### src/rtl/sat_bin_pkg.sv
// Shared definitions for the clause-row driver: literal value width, outcome
// codes, freelitcnt chain encoding and the controller state enum.
package sat_bin_pkg;

  localparam int LIT_VAL_W = 3;

  localparam logic [1:0] RES_UNDET = 2'b00;
  localparam logic [1:0] RES_SAT   = 2'b01;
  localparam logic [1:0] RES_IMP   = 2'b10;
  localparam logic [1:0] RES_CONF  = 2'b11;

  // freelitcnt chain: 0 free, 1 free, two-or-more free; 3 never legal
  localparam logic [1:0] FLC_ZERO    = 2'd0;
  localparam logic [1:0] FLC_ONE     = 2'd1;
  localparam logic [1:0] FLC_MANY    = 2'd2;
  localparam logic [1:0] FLC_ILLEGAL = 2'd3;

  typedef enum logic [2:0] {
    ST_IDLE,
    ST_LOAD,
    ST_EVAL,
    ST_IMP,
    ST_IMP_CAP,
    ST_CONF,
    ST_DONE
  } state_t;

endpackage

### src/rtl/clause_eval_ctrl_sat_cnt.sv
// Saturating event counter: holds at all-ones instead of wrapping.
module sat_cnt #(
  parameter int CNT_W = 16
) (
  input  logic             clk,
  input  logic             rst,
  input  logic             inc,
  output logic [CNT_W-1:0] count
);

  localparam logic [CNT_W-1:0] CNT_ONE = {{(CNT_W-1){1'b0}}, 1'b1};

  // Count one per inc cycle, stopping once every bit is set
  always_ff @(posedge clk or posedge rst) begin
    if (rst) begin
      count <= '0;
    end else if (inc && (count != {CNT_W{1'b1}})) begin
      count <= count + CNT_ONE;
    end
  end

endmodule

### src/rtl/clause_eval_ctrl.sv
// Base-side driver for one lit4 clause row: writes the value vector into the
// row, reads back sat/freelitcnt, fires implication or conflict drive and
// returns the outcome and updated values through a start/done handshake.
module clause_eval_ctrl
  import sat_bin_pkg::*;
#(
  parameter int NUM_LITS = 4,
  parameter int CNT_W    = 16
) (
  input  logic                          clk,
  input  logic                          rst,
  input  logic                          start_i,
  output logic                          ready_o,
  input  logic [NUM_LITS*LIT_VAL_W-1:0] var_value_i,
  output logic                          done_o,
  input  logic                          done_ack_i,
  output logic [1:0]                    result_o,
  output logic [NUM_LITS*LIT_VAL_W-1:0] var_value_o,
  output logic                          err_o,
  output logic [CNT_W-1:0]              imp_cnt_o,
  output logic [CNT_W-1:0]              conf_cnt_o,
  output logic                          wr_o,
  output logic [NUM_LITS*LIT_VAL_W-1:0] var_value_frombase_o,
  input  logic [NUM_LITS*LIT_VAL_W-1:0] var_value_tobase_i,
  output logic [1:0]                    freelitcnt_pre_o,
  input  logic [1:0]                    freelitcnt_next_i,
  output logic                          imp_drv_o,
  input  logic                          cclause_i,
  output logic                          cclause_drv_o,
  input  logic                          clausesat_i
);

  localparam int VEC_W = NUM_LITS * LIT_VAL_W;

  state_t           state;
  state_t           next_state;
  logic [VEC_W-1:0] vreg;
  logic [1:0]       result;
  logic             err;
  logic             imp_inc;
  logic             conf_inc;

  assign freelitcnt_pre_o     = FLC_ZERO;
  assign var_value_frombase_o = vreg;
  assign var_value_o          = vreg;
  assign result_o             = result;
  assign err_o                = err;

  // State register; reset drops straight back to idle, cutting any drive pulse
  always_ff @(posedge clk or posedge rst) begin
    if (rst) begin
      state <= ST_IDLE;
    end else begin
      state <= next_state;
    end
  end

  // Next-state: sat beats free-literal count; 0 free is conflict, 1 is implication
  always_comb begin
    next_state = state;
    case (state)
      ST_IDLE: begin
        if (start_i) begin
          next_state = ST_LOAD;
        end
      end
      ST_LOAD: next_state = ST_EVAL;
      ST_EVAL: begin
        if (clausesat_i) begin
          next_state = ST_DONE;
        end else begin
          case (freelitcnt_next_i)
            FLC_ZERO: next_state = ST_CONF;
            FLC_ONE:  next_state = ST_IMP;
            default:  next_state = ST_DONE;
          endcase
        end
      end
      ST_IMP:     next_state = ST_IMP_CAP;
      ST_IMP_CAP: next_state = ST_DONE;
      ST_CONF:    next_state = ST_DONE;
      ST_DONE: begin
        if (done_ack_i) begin
          next_state = ST_IDLE;
        end
      end
      default: next_state = ST_IDLE;
    endcase
  end

  // Moore outputs: each drive strobe belongs to exactly one single-cycle state
  always_comb begin
    ready_o       = 1'b0;
    done_o        = 1'b0;
    wr_o          = 1'b0;
    imp_drv_o     = 1'b0;
    cclause_drv_o = 1'b0;
    imp_inc       = 1'b0;
    conf_inc      = 1'b0;
    case (state)
      ST_IDLE:    ready_o       = 1'b1;
      ST_LOAD:    wr_o          = 1'b1;
      ST_IMP:     imp_drv_o     = 1'b1;
      ST_IMP_CAP: imp_inc       = 1'b1;
      ST_CONF: begin
        cclause_drv_o = 1'b1;
        conf_inc      = 1'b1;
      end
      ST_DONE:    done_o        = 1'b1;
      default: ;
    endcase
  end

  // Value register, outcome register and sticky protocol error
  always_ff @(posedge clk or posedge rst) begin
    if (rst) begin
      vreg   <= '0;
      result <= RES_UNDET;
      err    <= 1'b0;
    end else begin
      case (state)
        ST_IDLE: begin
          if (start_i) begin
            vreg   <= var_value_i;
            result <= RES_UNDET;
          end
        end
        ST_EVAL: begin
          if (clausesat_i) begin
            result <= RES_SAT;
          end else if (freelitcnt_next_i == FLC_ILLEGAL) begin
            err    <= 1'b1;
            result <= RES_UNDET;
          end else if (freelitcnt_next_i == FLC_MANY) begin
            result <= RES_UNDET;
          end
        end
        ST_IMP_CAP: begin
          vreg   <= var_value_tobase_i;
          result <= RES_IMP;
        end
        ST_CONF: begin
          result <= RES_CONF;
          if (!cclause_i) begin
            err <= 1'b1;
          end
        end
        default: ;
      endcase
    end
  end

  sat_cnt #(.CNT_W(CNT_W)) u_imp_cnt (
    .clk   (clk),
    .rst   (rst),
    .inc   (imp_inc),
    .count (imp_cnt_o)
  );

  sat_cnt #(.CNT_W(CNT_W)) u_conf_cnt (
    .clk   (clk),
    .rst   (rst),
    .inc   (conf_inc),
    .count (conf_cnt_o)
  );

endmodule

### config.mk
export PLATFORM = sky130hd
export DESIGN_NAME = clause_eval_ctrl
export DESIGN_NICKNAME = d
export VERILOG_FILES = /design/src/rtl/sat_bin_pkg.sv /design/src/rtl/clause_eval_ctrl_sat_cnt.sv /design/src/rtl/clause_eval_ctrl.sv
export SDC_FILE = /design/constraint.sdc
export NUM_CORES = 1
export LEC_CHECK = 0
export CORE_ASPECT_RATIO = 1.5
export CORE_MARGIN = 2
export CORE_UTILIZATION = 44
export CTS_CLUSTER_SIZE = 10
export DETAILED_ROUTE_END_ITERATION = 8
export PLACE_DENSITY = 0.81
export SLEW_MARGIN = 20
export SYNTH_ARGS = -nofsm -noshare
export SYNTH_HDL_FRONTEND = slang
export SYNTH_HIERARCHICAL = 1
export SYNTH_SLANG_ARGS = --single-unit
### constraint.sdc
create_clock -name clk -period 2.7 [get_ports clk]
set_input_delay 0.54 -clock clk [delete_from_list [all_inputs] [get_ports clk]]
set_output_delay 0.54 -clock clk [all_outputs]
set_load 0.05 [all_outputs]
* After elaboration in Yosys (flattened, before gate mapping)
Cells that the tools add are included.
Word-level totals: memories kept 0, logic and storage cells 59, bits of input ports 32, bits in read-only memories 0, bits in registers 50, output and inout port bits 66, RAM bits 0, latch bits 0
Operators by class: shift operators 0, reductions and logical operators 12, divide/modulo/power cells 0, $add $sub $neg 2, mux-type cells 22, order comparisons 0, equal/unequal tests 17, bitwise gates (word level) 0, multiply operators 0
Operator list (count):
- 16-bit by 1-bit adder with 16-bit output (second input constant) | 2
- 16-bit != test (second input constant) | 2
- 12-bit case mux with 2 select lines | 1
- 3-bit case mux with 6 select lines | 1
- 12-bit two-way mux | 1
- 2-bit != test (second input constant) | 5
- 3-bit equality test (second input constant) | 3
- 1-bit two-way mux | 9
- 3-bit two-way mux | 3
- 2-bit two-way mux | 4
- 2-bit case mux with 4 select lines | 1
- 3-bit by 2-bit equality test with 1-bit output (second input constant) | 2
- 3-bit case mux with 2 select lines | 1
- 2-bit equality test (second input constant) | 2
- 4-bit != test (second input constant) | 1
- 2-bit AND reduction | 2
- 4-bit AND reduction | 1
- 2-bit nonzero test | 2
- 4-bit nonzero test | 1
- 3-bit by 1-bit equality test with 1-bit output (second input constant) | 1
- 3-bit zero test | 1
- 3-bit AND reduction | 1
- 2-bit by 1-bit equality test with 1-bit output (second input constant) | 1
- 1-bit logical AND | 2
- 3 further kinds | 3

* Logic depth before layout (Yosys ltp)
Gate-level depths: netlist of run 1.
word-level depth 5, gate-level depth with buffers 8

* By module
Netlist of run 1, hierarchy kept.
By module, submodules not included:
- sat_cnt | seq. area each 400.4 µm², cells an instance 71, instances 2, area each 805.8 µm²
- clause_eval_ctrl | seq. area each 450.4 µm², cells an instance 112, instances 1, area each 1008.5 µm²

* Least setup slack after synthesis of run 1
No wires, ideal clock.
kind reg2reg, start reg state[0], end reg u_conf_cnt.count[14], setup slack 0.080 ns, period minus slack after synthesis 2.620 ns, setup time 0.125 ns, required time 2.575 ns, cell stages (with the launch flop) 8, data arrival time 2.495 ns, buffers on the path 1, cell sequence dfrtp_1 > clkbuf_1 > nand2b_1 > nor2_1 > and4_1 > nand3_1 > nor2_1 > mux2_2
On the way: word-level cells in the longest chain between the ends 3
Ends and longest elaborated chain:
- from (decl) | RTL line clause_eval_ctrl.sv:35 | state_t state;
- from (signal assigned) | RTL line clause_eval_ctrl.sv:54 | state <= next_state;
- 3-bit equality test
- 1-bit two-way mux
- named net cclause_drv_o | RTL line clause_eval_ctrl.sv:29 | output logic cclause_drv_o,
- 1-bit logical AND | RTL line clause_eval_ctrl_sat_cnt.sv:17 | end else if (inc && (count != {CNT_W{1'b1}})) begin
- to (signal assigned) | RTL line clause_eval_ctrl_sat_cnt.sv:18 | count <= count + CNT_ONE;
- to (decl) | RTL line clause_eval_ctrl_sat_cnt.sv:8 | output logic [CNT_W-1:0] count
The timed path passes the listed nets, and every way through them passes these cells. A chain may end at the register's enable or synchronous reset.

* Final worst setup path of run 1
start reg state[0], end out wr_o
On the way: word-level cells in the longest chain between the ends 2
Ends and longest elaborated chain:
- 3-bit by 1-bit equality test with 1-bit output | RTL line clause_eval_ctrl.sv:100 | case (state)
- 1-bit two-way mux | RTL line clause_eval_ctrl.sv:100
- to (decl) | RTL line clause_eval_ctrl.sv:22 | output logic wr_o,
Every way passes these cells.

==> insert_results.sql, run 1 <==
INSERT INTO impl_metrics (metric_group, metric, value, unit) VALUES
('outcome', 'outcome', 'finished clean', ''),
('sta', 'fmaxAchievable', '393', 'MHz'),
('finish', 'syn_to_final_growth', '39.7', '%'),
('yosys', 'syn-instance-count', '254', ''),
('pwr', 'seqPwrFrac', '29.6', '%'),
('grt', 'gr-total-overflow', '0', ''),
('route', 'vias', '2254', ''),
('cts', 'cts.repair.resized', '0', ''),
('grt', 'initial_antenna_violation_count', '0', ''),
('floorplanning', 'io_pins', '98', ''),
('finish', 'final_common_cell', 'sky130_fd_sc_hd__clkdlybuf4s50_1', ''),
('floorplanning', 'chipWidth', '67.0', 'µm'),
('cts', 'cts.sink_count', '50', ''),
('sta', 'report.final.setup_viol', '0', ''),
('floorplanning', 'fp-row-count', '34', ''),
('yosys', 'synth.distinct_cells', '42', ''),
('cts', 'cts.reportedPaths.clkPinSlew', '100', 'ps'),
('yosys', 'share_of_synthesized_area_spent_on_multiplexers', '2.48', '%'),
('grt', 'globalRouteTotalUtil', '19.8', '%'),
('route', 'detail_route.iter0.violations', '191', ''),
('pwr', 'p_sw', '1.99', 'mW'),
('yosys', 'postSynth.asyncResetShare', '100', '%'),
('finish', 'layout.nets', '373', ''),
('critical_path', 'worst-setup-path-type', 'flop to output port', ''),
('sta', 'timing.final.hold_violations', '0', ''),
('cts', 'clock_insertion_delay_worst_skew', '310', 'ps'),
('route', 'routed_wl', '6410', 'µm'),
('pwr', 'cell_internal_power_dissipation', '1.99', 'mW'),
('flow_run', 'maxCapViolations', '0', ''),
('route', 'detailedRoute.firstPassIterationCount', '4', ''),
('critical_path', 'worst-path-max-fanout', '12', ''),
('cts', 'cts_tree', 'built', ''),
('sta', 'finalWorstSetupSlack', '158', 'ps'),
('pwr', 'ir_worst_vdd', '0.673', 'mV'),
('yosys', 'dominant_combinational_cell_family_by_area_after_synthesis', 'simple AND/OR/NAND/NOR gates', ''),
('floorplanning', 'die_height', '98.5', 'µm'),
('yosys', 'postSynthRegisterBits', '50', ''),
('route', 'post_dr_vias_cell', '5.47', ''),
('yosys', 'avg_inst_size_synth', '10.3', 'µm²'),
('pwr', 'switching_share', '50.0', '%'),
('pwr', 'p_clk_share', '13.3', '%'),
('floorplanning', 'core_region_area', '0.00579', 'mm²'),
('cts', 'clockBufferDepth', '2', ''),
('route', 'antenna_violating_nets_post_route', '0', ''),
('yosys', 'synth_top_flop_cell', 'sky130_fd_sc_hd__dfrtp_1', ''),
('sta', 'timing.final.crit_share', '94.2', '%'),
('worst_hold_path', 'hold_path_class', 'flop to flop', ''),
('route', 'routed_wire_length_per_instance', '15.6', 'µm'),
('cts', 'cts_hold_buffers', '0', ''),
('grt', 'grt_pass1_vias', '2104', ''),
('pwr', 'static-leakage-power', '1.54', 'nW'),
('yosys', 'post_synthesis_xor_xnor_area_fraction', '7.35', '%'),
('cts', 'postCtsSetupBuffers', '0', ''),
('yosys', 'synth.yosys.seq_area_share', '47.8', '%'),
('grt', 'grt_start_max_net_pins', '19', ''),
('yosys', 'synthesis_warning_total', '6', ''),
('sta', 'worst_slew_pin_slew', '721', 'ps'),
('sta', 'setup_total_negative_slack', '0', 'ps'),
('critical_path', 'startpoint_type', 'flop', ''),
('yosys', 'synth_enable_flop_cells', '0', ''),
('sta', 'maxSlewHeadroom', '51.7', '%'),
('pwr', 'power_frac_comb', '57.2', '%'),
('critical_path', 'endpoint_kind', 'output port', ''),
('sta', 'timing.final.max_slew_violations', '0', ''),
('floorplanning', 'floorplan.initialDensity', '45.3', '%'),
('worst_hold_path', 'holdCritStartpoint', 'err_o', ''),
('sta', 'unrepaired_setup_endpoints_after_global_routing', 'no', ''),
('critical_path', 'crit-reg2reg-launch', 'state[0]', ''),
('yosys', 'post_synthesis_instance_area', '0.00262', 'mm²'),
('pwr', 'cellPowerDensity', '1090', 'mW/mm²'),
('yosys', 'adder_cell_share_of_the_synthesized_area', '0.955', '%');
## routing by layer
layer  track usage (%)  part of all wire (%)  up-vias  routed length, µm
met2              35.0                    55       74               3510
met1              22.7                    38     1094               2420
li1                  -                     -     1076                  -
met3              4.34                   5.4       10                347
met4              7.06                   2.1        0                135
met5                 0                     0        -                  0
## stage by stage
stage	power, mW	instance area [µm²]	hold slack, ps	utilization, %	std cells
finish	3.99	3660	498	63.3	412
global route	4.18	3660	537	63.3	412
CTS	4.02	3660	502	63.3	412
detailed placement	3.48	3550	482	61.3	404
global placement	3.44	3550	476	61.3	404
floorplan	2.83	2620	454	-	255
## final timing paths
kind                                        to  depth (start not counted)  slack (ps)
max                                       wr_o                          3         160
min                                      err_o                          2         500
max reg2reg                u_imp_cnt/count[14]                          5         650
min reg2reg                              err_o                          2         500
max in group asynchronous             state[1]                          2        1560
min in group asynchronous   u_imp_cnt/count[8]                          2         650
## Yosys cell counts (2+ instances only)
cell type / count / area, µm²
sky130_fd_sc_hd__mux2i_1: 2 / 20.0
sky130_fd_sc_hd__o22ai_1: 12 / 75.1
sky130_fd_sc_hd__a21oi_1: 6 / 30.0
sky130_fd_sc_hd__buf_4: 16 / 120
sky130_fd_sc_hd__o21a_1: 2 / 15.0
sky130_fd_sc_hd__o21ai_0: 17 / 85.1
sky130_fd_sc_hd__nand4_1: 10 / 62.6
sky130_fd_sc_hd__mux2_2: 4 / 45.0
sky130_fd_sc_hd__nor2b_1: 2 / 12.5
sky130_fd_sc_hd__or2_1: 2 / 12.5
sky130_fd_sc_hd__nor4_4: 2 / 42.5
sky130_fd_sc_hd__buf_2: 2 / 10.0
sky130_fd_sc_hd__xnor2_1: 22 / 193
sky130_fd_sc_hd__nor3b_1: 2 / 15.0
sky130_fd_sc_hd__nand2_2: 2 / 12.5
sky130_fd_sc_hd__nand2b_1: 4 / 25.0
sky130_fd_sc_hd__and2_1: 2 / 12.5
sky130_fd_sc_hd__nand4_4: 2 / 42.5
sky130_fd_sc_hd__and3_2: 2 / 15.0
sky130_fd_sc_hd__o21ai_1: 10 / 50.1
sky130_fd_sc_hd__inv_1: 4 / 15.0
sky130_fd_sc_hd__nand4_2: 2 / 25.0
sky130_fd_sc_hd__ha_1: 2 / 25.0
sky130_fd_sc_hd__nor3_1: 2 / 10.0
sky130_fd_sc_hd__dfrtp_1: 50 / 1250
sky130_fd_sc_hd__nand2_1: 13 / 48.8
sky130_fd_sc_hd__and3_1: 9 / 56.3
sky130_fd_sc_hd__nand3_1: 17 / 85.1
sky130_fd_sc_hd__nor2_1: 11 / 41.3
sky130_fd_sc_hd__and4_1: 6 / 52.6
sky130_fd_sc_hd__and4_2: 2 / 20.0
sky130_fd_sc_hd__clkbuf_1: 3 / 11.3
## kinds of logic after synthesis
family	count (synthesis)
compound gates	52
buf+inv	26
other cells	1
simple gates	95
fa+ha+maj	2
flops	50
mux	6
xor+xnor	22
## area by class of cell
class | count | area (µm²)
clock buffers | 5 | 68.8
well taps | 72 | 90.1
clock inverters | 3 | 43.8
inverters | 4 | 15.0
fillers | 513 | 2130
repair buffers | 99 | 986
flip-flops and latches | 50 | 1250
multi-input cells | 179 | 1200
## power groups by stage
stage	sequential, mW	combinational, mW	clock (mW)
finish	1.18	2.28	0.529
floorplan	1.71	1.12	0
CTS	1.18	2.29	0.546
global route	1.21	2.39	0.573
detailed placement	1.19	2.28	0
global placement	1.18	2.26	0
## registers in the layout, indices dropped and copies added (netlist names)
register and flops:
err_o 1, result_o 2, state 3, u_conf_cnt/count 16, u_imp_cnt/count 16, var_value_frombase_o 12
## worst max-delay path, cell delays in order, from the launching register on
cell	delay, ps
sky130_fd_sc_hd__dfrtp_1	570
sky130_fd_sc_hd__nand2b_1	170
sky130_fd_sc_hd__nor2_1	140
sky130_fd_sc_hd__clkdlybuf4s50_1	810
Power figures use the tool's default switching activity.
==> run 2: changes to the inputs <==
SYNTH_HIERARCHICAL = default   (was 1)
==> run 2 against run 1 <==
Net effect:
- sequential share of layout area decreased by 0.070 points
- synthesized area down 0.33%
- clock power up 4.0%
==> insert_results.sql, run 2 <==
INSERT INTO impl_metrics (metric_group, metric, value, unit) VALUES
('outcome', 'outcome', 'finished clean', ''),
('cts', 'cts.sink_count', '50', ''),
('route', 'met2WireLength', '3120', 'µm'),
('critical_path', 'endpoint_kind', 'output port', ''),
('yosys', 'dominant_combinational_cell_family_by_area_after_synthesis', 'simple AND/OR/NAND/NOR gates', ''),
('worst_hold_path', 'hold_path_class', 'input pin to asynchronous set/reset pin', ''),
('route', 'routed_wl', '6130', 'µm'),
('route', 'dr.max_layer_used', 'met4', ''),
('finish', 'nFillCells', '515', ''),
('route', 'routed_wire_length_per_instance', '14.5', 'µm'),
('floorplanning', 'chipWidth', '66.9', 'µm'),
('sta', 'unrepaired_setup_endpoints_after_global_routing', 'no', ''),
('floorplanning', 'die_height', '98.4', 'µm'),
('grt', 'grt_pass1_vias', '2142', ''),
('cts', 'clock_insertion_delay_worst_skew', '300', 'ps'),
('cts', 'cts_tree', 'built', ''),
('finish', 'share_of_post_route_cells_with_drive_strength_above_1', '8.26', '%'),
('yosys', 'synthesized_area_fraction_occupied_by_and_or_nand_nor_cells', '25.1', '%'),
('place', 'post-dp-hpwl', '4590', 'µm'),
('yosys', 'synth_top_flop_cell', 'sky130_fd_sc_hd__dfrtp_1', ''),
('yosys', 'synth.yosys.seq_area_share', '47.9', '%'),
('yosys', 'synth_enable_flop_cells', '0', ''),
('yosys', 'postSynth.asyncResetShare', '100', '%'),
('cts', 'clockBufferDepth', '2', ''),
('yosys', 'yosys.area.top_type_share', '47.9', '%'),
('yosys', 'synthTopCellsByArea', 'sky130_fd_sc_hd__dfrtp_1, sky130_fd_sc_hd__xor2_1, sky130_fd_sc_hd__buf_4', ''),
('grt', 'initial_antenna_violation_count', '0', ''),
('finish', 'number_of_antenna_diodes', '0', ''),
('sta', 'post-route-min-period', '2590', 'ps'),
('place', 'io_buf_count', '95', ''),
('pwr', 'ir_worst_vdd', '0.738', 'mV'),
('yosys', 'syn-instance-count', '265', ''),
('sta', 'maxSlewHeadroom', '60.8', '%'),
('sta', 'fmaxAchievable', '386', 'MHz'),
('sta', 'report.final.setup_viol', '0', ''),
('yosys', 'synth_compound_gate_area_share', '8.67', '%'),
('route', 'vias', '2250', ''),
('grt', 'gr-total-overflow', '0', ''),
('cts', 'cts_hold_buffers', '0', ''),
('critical_path', 'crit-reg2reg-launch', 'state[2]', ''),
('critical_path', 'worst-path-max-fanout', '12', ''),
('route', 'detailedRoute.firstPassIterationCount', '5', ''),
('sta', 'final.setup_skew', '12.5', 'ps'),
('yosys', 'avg_inst_size_synth', '9.85', 'µm²'),
('floorplanning', 'die-area', '0.00658', 'mm²'),
('grt', 'grt_start_max_net_pins', '25', ''),
('route', 'detail_route.drc_violations', '0', ''),
('floorplanning', 'floorplan.initialDensity', '45.1', '%'),
('route', 'antenna_violating_nets_post_route', '0', ''),
('sta', 'timing.final.hold_violations', '0', ''),
('critical_path', 'regToRegSetupSlack', '760', 'ps'),
('yosys', 'synth.distinct_cells', '44', ''),
('yosys', 'synthTopCellsByCount', 'sky130_fd_sc_hd__dfrtp_1, sky130_fd_sc_hd__nand2_1, sky130_fd_sc_hd__xor2_1', ''),
('route', 'dr_wl_met3', '339', 'µm'),
('sta', 'setup_total_negative_slack', '0', 'ps'),
('yosys', 'synthesis_warning_total', '0', ''),
('yosys', 'synth.most_common_cell', 'sky130_fd_sc_hd__dfrtp_1', ''),
('route', 'wl_met1', '2620', 'µm'),
('floorplanning', 'io_pins', '98', ''),
('cts', 'cts.reportedPaths.clkPinSlew', '90', 'ps'),
('grt', 'grt_pass1_wl', '10100', 'µm'),
('finish', 'top_library_cells_by_usage_in_the_layout_fill_and_taps_aside', 'sky130_fd_sc_hd__clkdlybuf4s50_1, sky130_fd_sc_hd__dfrtp_1, sky130_fd_sc_hd__nand2_1, sky130_fd_sc_hd__xor2_1', ''),
('critical_path', 'reg2reg_depth', '4', ''),
('finish', 'layout.nets', '384', ''),
('yosys', 'share_of_synthesized_area_spent_on_multiplexers', '1.44', '%'),
('finish', 'register_area', '0.00125', 'mm²'),
('cts', 'cts_max_level', '2', ''),
('place', 'place.gp.congestion', '0.791', ''),
('grt', 'globalRouteTotalUtil', '19.6', '%'),
('cts', 'cts_buf_count', '5', ''),
('critical_path', 'worst_ep_arrival_time', '2050', 'ps'),
('cts', 'clock_tree_root', 'sky130_fd_sc_hd__clkbuf_8', ''),
('finish', 'syn_to_final_growth', '40.4', '%'),
('yosys', 'postSynthRegisterBits', '50', ''),
('critical_path', 'worst_r2r_endpoint', 'u_imp_cnt.count[15]', ''),
('yosys', 'adder_cell_share_of_the_synthesized_area', '0.958', '%'),
('finish', 'finish.utilization', '63.4', '%'),
('critical_path', 'worst-setup-path-type', 'flop to output port', ''),
('sta', 'timing.final.crit_share', '96.0', '%'),
('sta', 'worst_slew_pin_slew', '582', 'ps'),
('flow_run', 'maxCapViolations', '0', ''),
('sta', 'timing.final.max_slew_violations', '0', ''),
('yosys', 'post_synthesis_instance_area', '0.00261', 'mm²'),
('floorplanning', 'fp-row-count', '34', ''),
('finish', 'multi_input_comb_area', '0.00120', 'mm²'),
('critical_path', 'startpoint_type', 'flop', ''),
('route', 'post_dr_vias_cell', '5.32', ''),
('floorplanning', 'core_region_area', '0.00579', 'mm²'),
('route', 'detail_route.iter0.violations', '64', ''),
('pwr', 'static-leakage-power', '1.63', 'nW'),
('yosys', 'synth_area_leader_cell', 'sky130_fd_sc_hd__dfrtp_1', ''),
('finish', 'final_common_cell', 'sky130_fd_sc_hd__clkdlybuf4s50_1', ''),
('critical_path', 'timing.critical_path.required', '2160', 'ps'),
('pwr', 'cellPowerDensity', '1080', 'mW/mm²'),
('yosys', 'post_synthesis_xor_xnor_area_fraction', '9.39', '%');
run 2: timing repair:
| action | CTS | global route |
|---|---|---|
| setup endpoints to repair | 0 | 1 |
| setup buffers | 0 | 0 |
| resized for setup | 0 | 1 |
run 2: worst max-delay path, stage by stage, from the launching register on:
cell and delay [ps]:
sky130_fd_sc_hd__dfrtp_1 540, sky130_fd_sc_hd__nor2b_1 260, sky130_fd_sc_hd__and2_1 160, sky130_fd_sc_hd__clkdlybuf4s50_1 800
run 2: layout make-up:
cell class / count / share of cell area (%)
Clock buffer: 6 / 2.25
Clock inverter: 2 / 1.06
Inverter: 5 / 0.512
Multi-Input combinational cell: 188 / 32.7
Sequential cell: 50 / 34.1
Tap cell: 72 / 2.46
Timing Repair Buffer: 100 / 27.0
run 2: stage by stage:
| stage | cells | cell area, µm² | hold WS [ps] | setup WS (ps) | total power [mW] |
|---|---|---|---|---|---|
| 2_1_floorplan | 266 | 2620 | 547 | 478 | 2.78 |
| 3_3_place_gp | 415 | 3540 | 485 | 470 | 3.39 |
| 3_5_place_dp | 415 | 3540 | 470 | 448 | 3.43 |
| 4_1_cts | 423 | 3660 | 500 | 103 | 3.99 |
| 5_1_grt | 423 | 3670 | 514 | 4.92 | 4.18 |
| 6_report | 423 | 3670 | 504 | 107 | 3.96 |
run 2: cell families after synthesis:
kind of cell / after synthesis
AND/OR/NAND/NOR: 114
buffers and inverters: 28
AO/OA/AOI/OAI: 39
multiplexers: 3
XOR/XNOR: 28
other: 1
adder cells (fa/ha/maj): 2
flip-flops: 50
run 2: worst max-delay path by stage:
stage | start | endpoint | slack [ps] | cells after the start
5_1_grt | state[2] | cclause_drv_o | 5 | 3
6_report | state[0] | done_o | 110 | 3
3_3_place_gp | state[0] | done_o | 470 | 3
4_1_cts | state[0] | wr_o | 100 | 3
3_5_place_dp | state[0] | wr_o | 450 | 3
2_1_floorplan | state[2] | ready_o | 480 | 2
run 2: report_power, final:
group / switching, mW / total (mW) / internal [mW]
registers: 0.223 / 1.17 / 0.943
logic: 1.48 / 2.24 / 0.761
clock network: 0.245 / 0.550 / 0.305
total: 1.95 / 3.96 / 2.01
run 2: metal layers:
layer | GRT usage [%] | vias up
li1 | - | 1083
met1 | 25.7 | 1089
met2 | 31.8 | 71
met3 | 4.61 | 7
met4 | 5.81 | 0
met5 | 0 | -
==> run 3: changes to the inputs <==
PLACE_DENSITY = 0.85   (was 0.81)
==> run 3 against run 2 <==
Net effect:
- clock skew decreased by 3.2 ps
- non-clock buffer count decreased by 1
- global-route usage grew 0.68 points
- first-iteration DRC count is 13% higher
- sequential share of layout area grew 0.21 points
- clock power shrank 5.8%
- wire length up 4.3%
==> insert_results.sql, run 3 (same netlist as run 2, synthesis figures left out) <==
INSERT INTO impl_metrics (metric_group, metric, value, unit) VALUES
('route', 'routed_wl', '6390', 'µm'),
('grt', 'gr-total-overflow', '0', ''),
('floorplanning', 'fp-row-count', '34', ''),
('grt', 'initial_antenna_violation_count', '0', ''),
('pwr', 'p_clk_share', '13.2', '%'),
('finish', 'syn_to_final_growth', '39.6', '%'),
('floorplanning', 'die-area', '0.00658', 'mm²'),
('route', 'detail_route.drc_violations', '0', ''),
('place', 'place.gp.congestion', '0.838', ''),
('critical_path', 'timing.critical_path.required', '2160', 'ps'),
('place', 'post-dp-hpwl', '4570', 'µm'),
('finish', 'postLayoutCellArea', '0.00364', 'mm²'),
('route', 'post_dr_vias_cell', '5.39', ''),
('critical_path', 'endpoint_kind', 'output port', ''),
('sta', 'report.final.setup_viol', '0', ''),
('sta', 'maxSlewHeadroom', '57.5', '%'),
('pwr', 'switching_share', '49.6', '%'),
('sta', 'timing.final.max_slew_violations', '0', ''),
('finish', 'layout.nets', '383', ''),
('finish', 'final_cells', '422', ''),
('route', 'vias', '2274', ''),
('floorplanning', 'die_height', '98.4', 'µm'),
('cts', 'clock_insertion_delay_worst_skew', '300', 'ps'),
('pwr', 'cell_internal_power_dissipation', '1.98', 'mW'),
('place', 'dpl.cell_count', '414', ''),
('route', 'detail_route.iter0.violations', '72', ''),
('route', 'detailedRoute.firstPassIterationCount', '4', ''),
('sta', 'fmaxAchievable', '386', 'MHz'),
('sta', 'worst_hold_slack', '504', 'ps'),
('critical_path', 'worst-path-max-fanout', '12', ''),
('grt', 'grt_pass1_wl', '10300', 'µm'),
('sta', 'final.setup_skew', '9.33', 'ps'),
('pwr', 'ir_worst_vdd', '0.633', 'mV'),
('cts', 'cts_hold_buffers', '0', ''),
('flow_run', 'maxCapViolations', '0', ''),
('pwr', 'power_frac_comb', '56.9', '%'),
('critical_path', 'worst_ep_arrival_time', '2050', 'ps'),
('finish', 'finish.utilization', '63.0', '%'),
('cts', 'cts.sink_count', '50', ''),
('outcome', 'outcome', 'finished clean', ''),
('place', 'dp_slack', '424', 'ps'),
('critical_path', 'startpoint_type', 'flop', ''),
('sta', 'timing.final.hold_violations', '0', ''),
('cts', 'cts.reportedPaths.clkPinSlew', '90', 'ps'),
('floorplanning', 'floorplan.initialDensity', '45.1', '%'),
('floorplanning', 'core_region_area', '0.00579', 'mm²'),
('sta', 'unrepaired_setup_endpoints_after_global_routing', 'no', ''),
('worst_hold_path', 'hold_path_class', 'flop to flop', ''),
('critical_path', 'worst-setup-path-type', 'flop to output port', ''),
('grt', 'globalRouteTotalUtil', '20.2', '%'),
('grt', 'grt_start_max_net_pins', '51', ''),
('sta', 'timing.final.crit_share', '95.9', '%'),
('pwr', 'cellPowerDensity', '1080', 'mW/mm²'),
('pwr', 'p_sw', '1.95', 'mW'),
('place', 'placedInstanceArea', '0.00354', 'mm²'),
('route', 'antenna_violating_nets_post_route', '0', ''),
('finish', 'top_library_cells_by_usage_in_the_layout_fill_and_taps_aside', 'sky130_fd_sc_hd__clkdlybuf4s50_1, sky130_fd_sc_hd__dfrtp_1, sky130_fd_sc_hd__nand2_1, sky130_fd_sc_hd__xor2_1', ''),
('pwr', 'static-leakage-power', '1.61', 'nW'),
('cts', 'clock_tree_root', 'sky130_fd_sc_hd__clkbuf_8', ''),
('cts', 'cts_max_level', '2', ''),
('sta', 'worst_slew_pin_slew', '638', 'ps'),
('cts', 'clockBufferDepth', '2', ''),
('cts', 'cts_buf_count', '5', ''),
('pwr', 'seqPwrFrac', '30.0', '%'),
('finish', 'final_common_cell', 'sky130_fd_sc_hd__clkdlybuf4s50_1', ''),
('finish', 'share_of_post_route_cells_with_drive_strength_above_1', '7.43', '%'),
('floorplanning', 'chipWidth', '66.9', 'µm'),
('place', 'io_buf_count', '95', ''),
('sta', 'setup_total_negative_slack', '0', 'ps'),
('floorplanning', 'io_pins', '98', ''),
('finish', 'number_of_antenna_diodes', '0', ''),
('pwr', 'fin_total_pwr', '3.93', 'mW'),
('sta', 'finalWorstSetupSlack', '112', 'ps'),
('cts', 'cts_tree', 'built', ''),
('grt', 'grt_pass1_vias', '2183', ''),
('route', 'routed_wire_length_per_instance', '15.1', 'µm'),
('sta', 'post-route-min-period', '2590', 'ps');
[run 3: worst max-delay path, stage by stage (launching register included)]
cell and delay, ps:
sky130_fd_sc_hd__dfrtp_1 610, sky130_fd_sc_hd__nand3b_4 210, sky130_fd_sc_hd__inv_1 120, sky130_fd_sc_hd__clkdlybuf4s50_1 810
[run 3: final cells by class]
type | count | area (µm²)
fill | 503 | 2140
clock buffer | 7 | 76.3
inverter | 5 | 18.8
multi-input combinational | 188 | 1200
tap | 72 | 90.1
sequential | 50 | 1250
clock inverter | 1 | 30.0
timing repair buffer | 99 | 981
[run 3: power groups by stage]
| stage | clock network (mW) | registers (mW) | logic [mW] |
|---|---|---|---|
| global placement | 0 | 1.17 | 2.21 |
| floorplan | 0 | 1.70 | 1.09 |
| finish | 0.518 | 1.18 | 2.24 |
| global route | 0.563 | 1.21 | 2.37 |
| CTS | 0.529 | 1.18 | 2.26 |
| detailed placement | 0 | 1.19 | 2.25 |
[run 3: worst paths after layout]
kind / slack [ps] / start / to / cells after the start
max reg2reg: 800 / state[2] / u_imp_cnt.count[15] / 4
min reg2reg: 500 / u_imp_cnt.count[7] / u_imp_cnt.count[7] / 1
max in group asynchronous: 1550 / rst / u_imp_cnt.count[3] / 3
max: 110 / state[0] / cclause_drv_o / 3
min in group asynchronous: 720 / rst / var_value_frombase_o[8] / 3
min: 500 / u_imp_cnt.count[7] / u_imp_cnt.count[7] / 1
[run 3: timing repair]
action / 4_1_cts / 5_1_grt
setup endpoints to repair: 0 / 1
setup buffers: 0 / 0
hold endpoints to repair: 0 / 0
resized for setup: 0 / 1
[run 3: layer usage]
layer	share of wire [%]	wire length (µm)	GRT usage, %	vias up
met4	2.6	165	8.95	0
li1	-	-	-	1082
met3	5.5	354	4.03	16
met2	50	3210	33.5	80
met1	42	2650	25.1	1096
met5	0	0	0	-
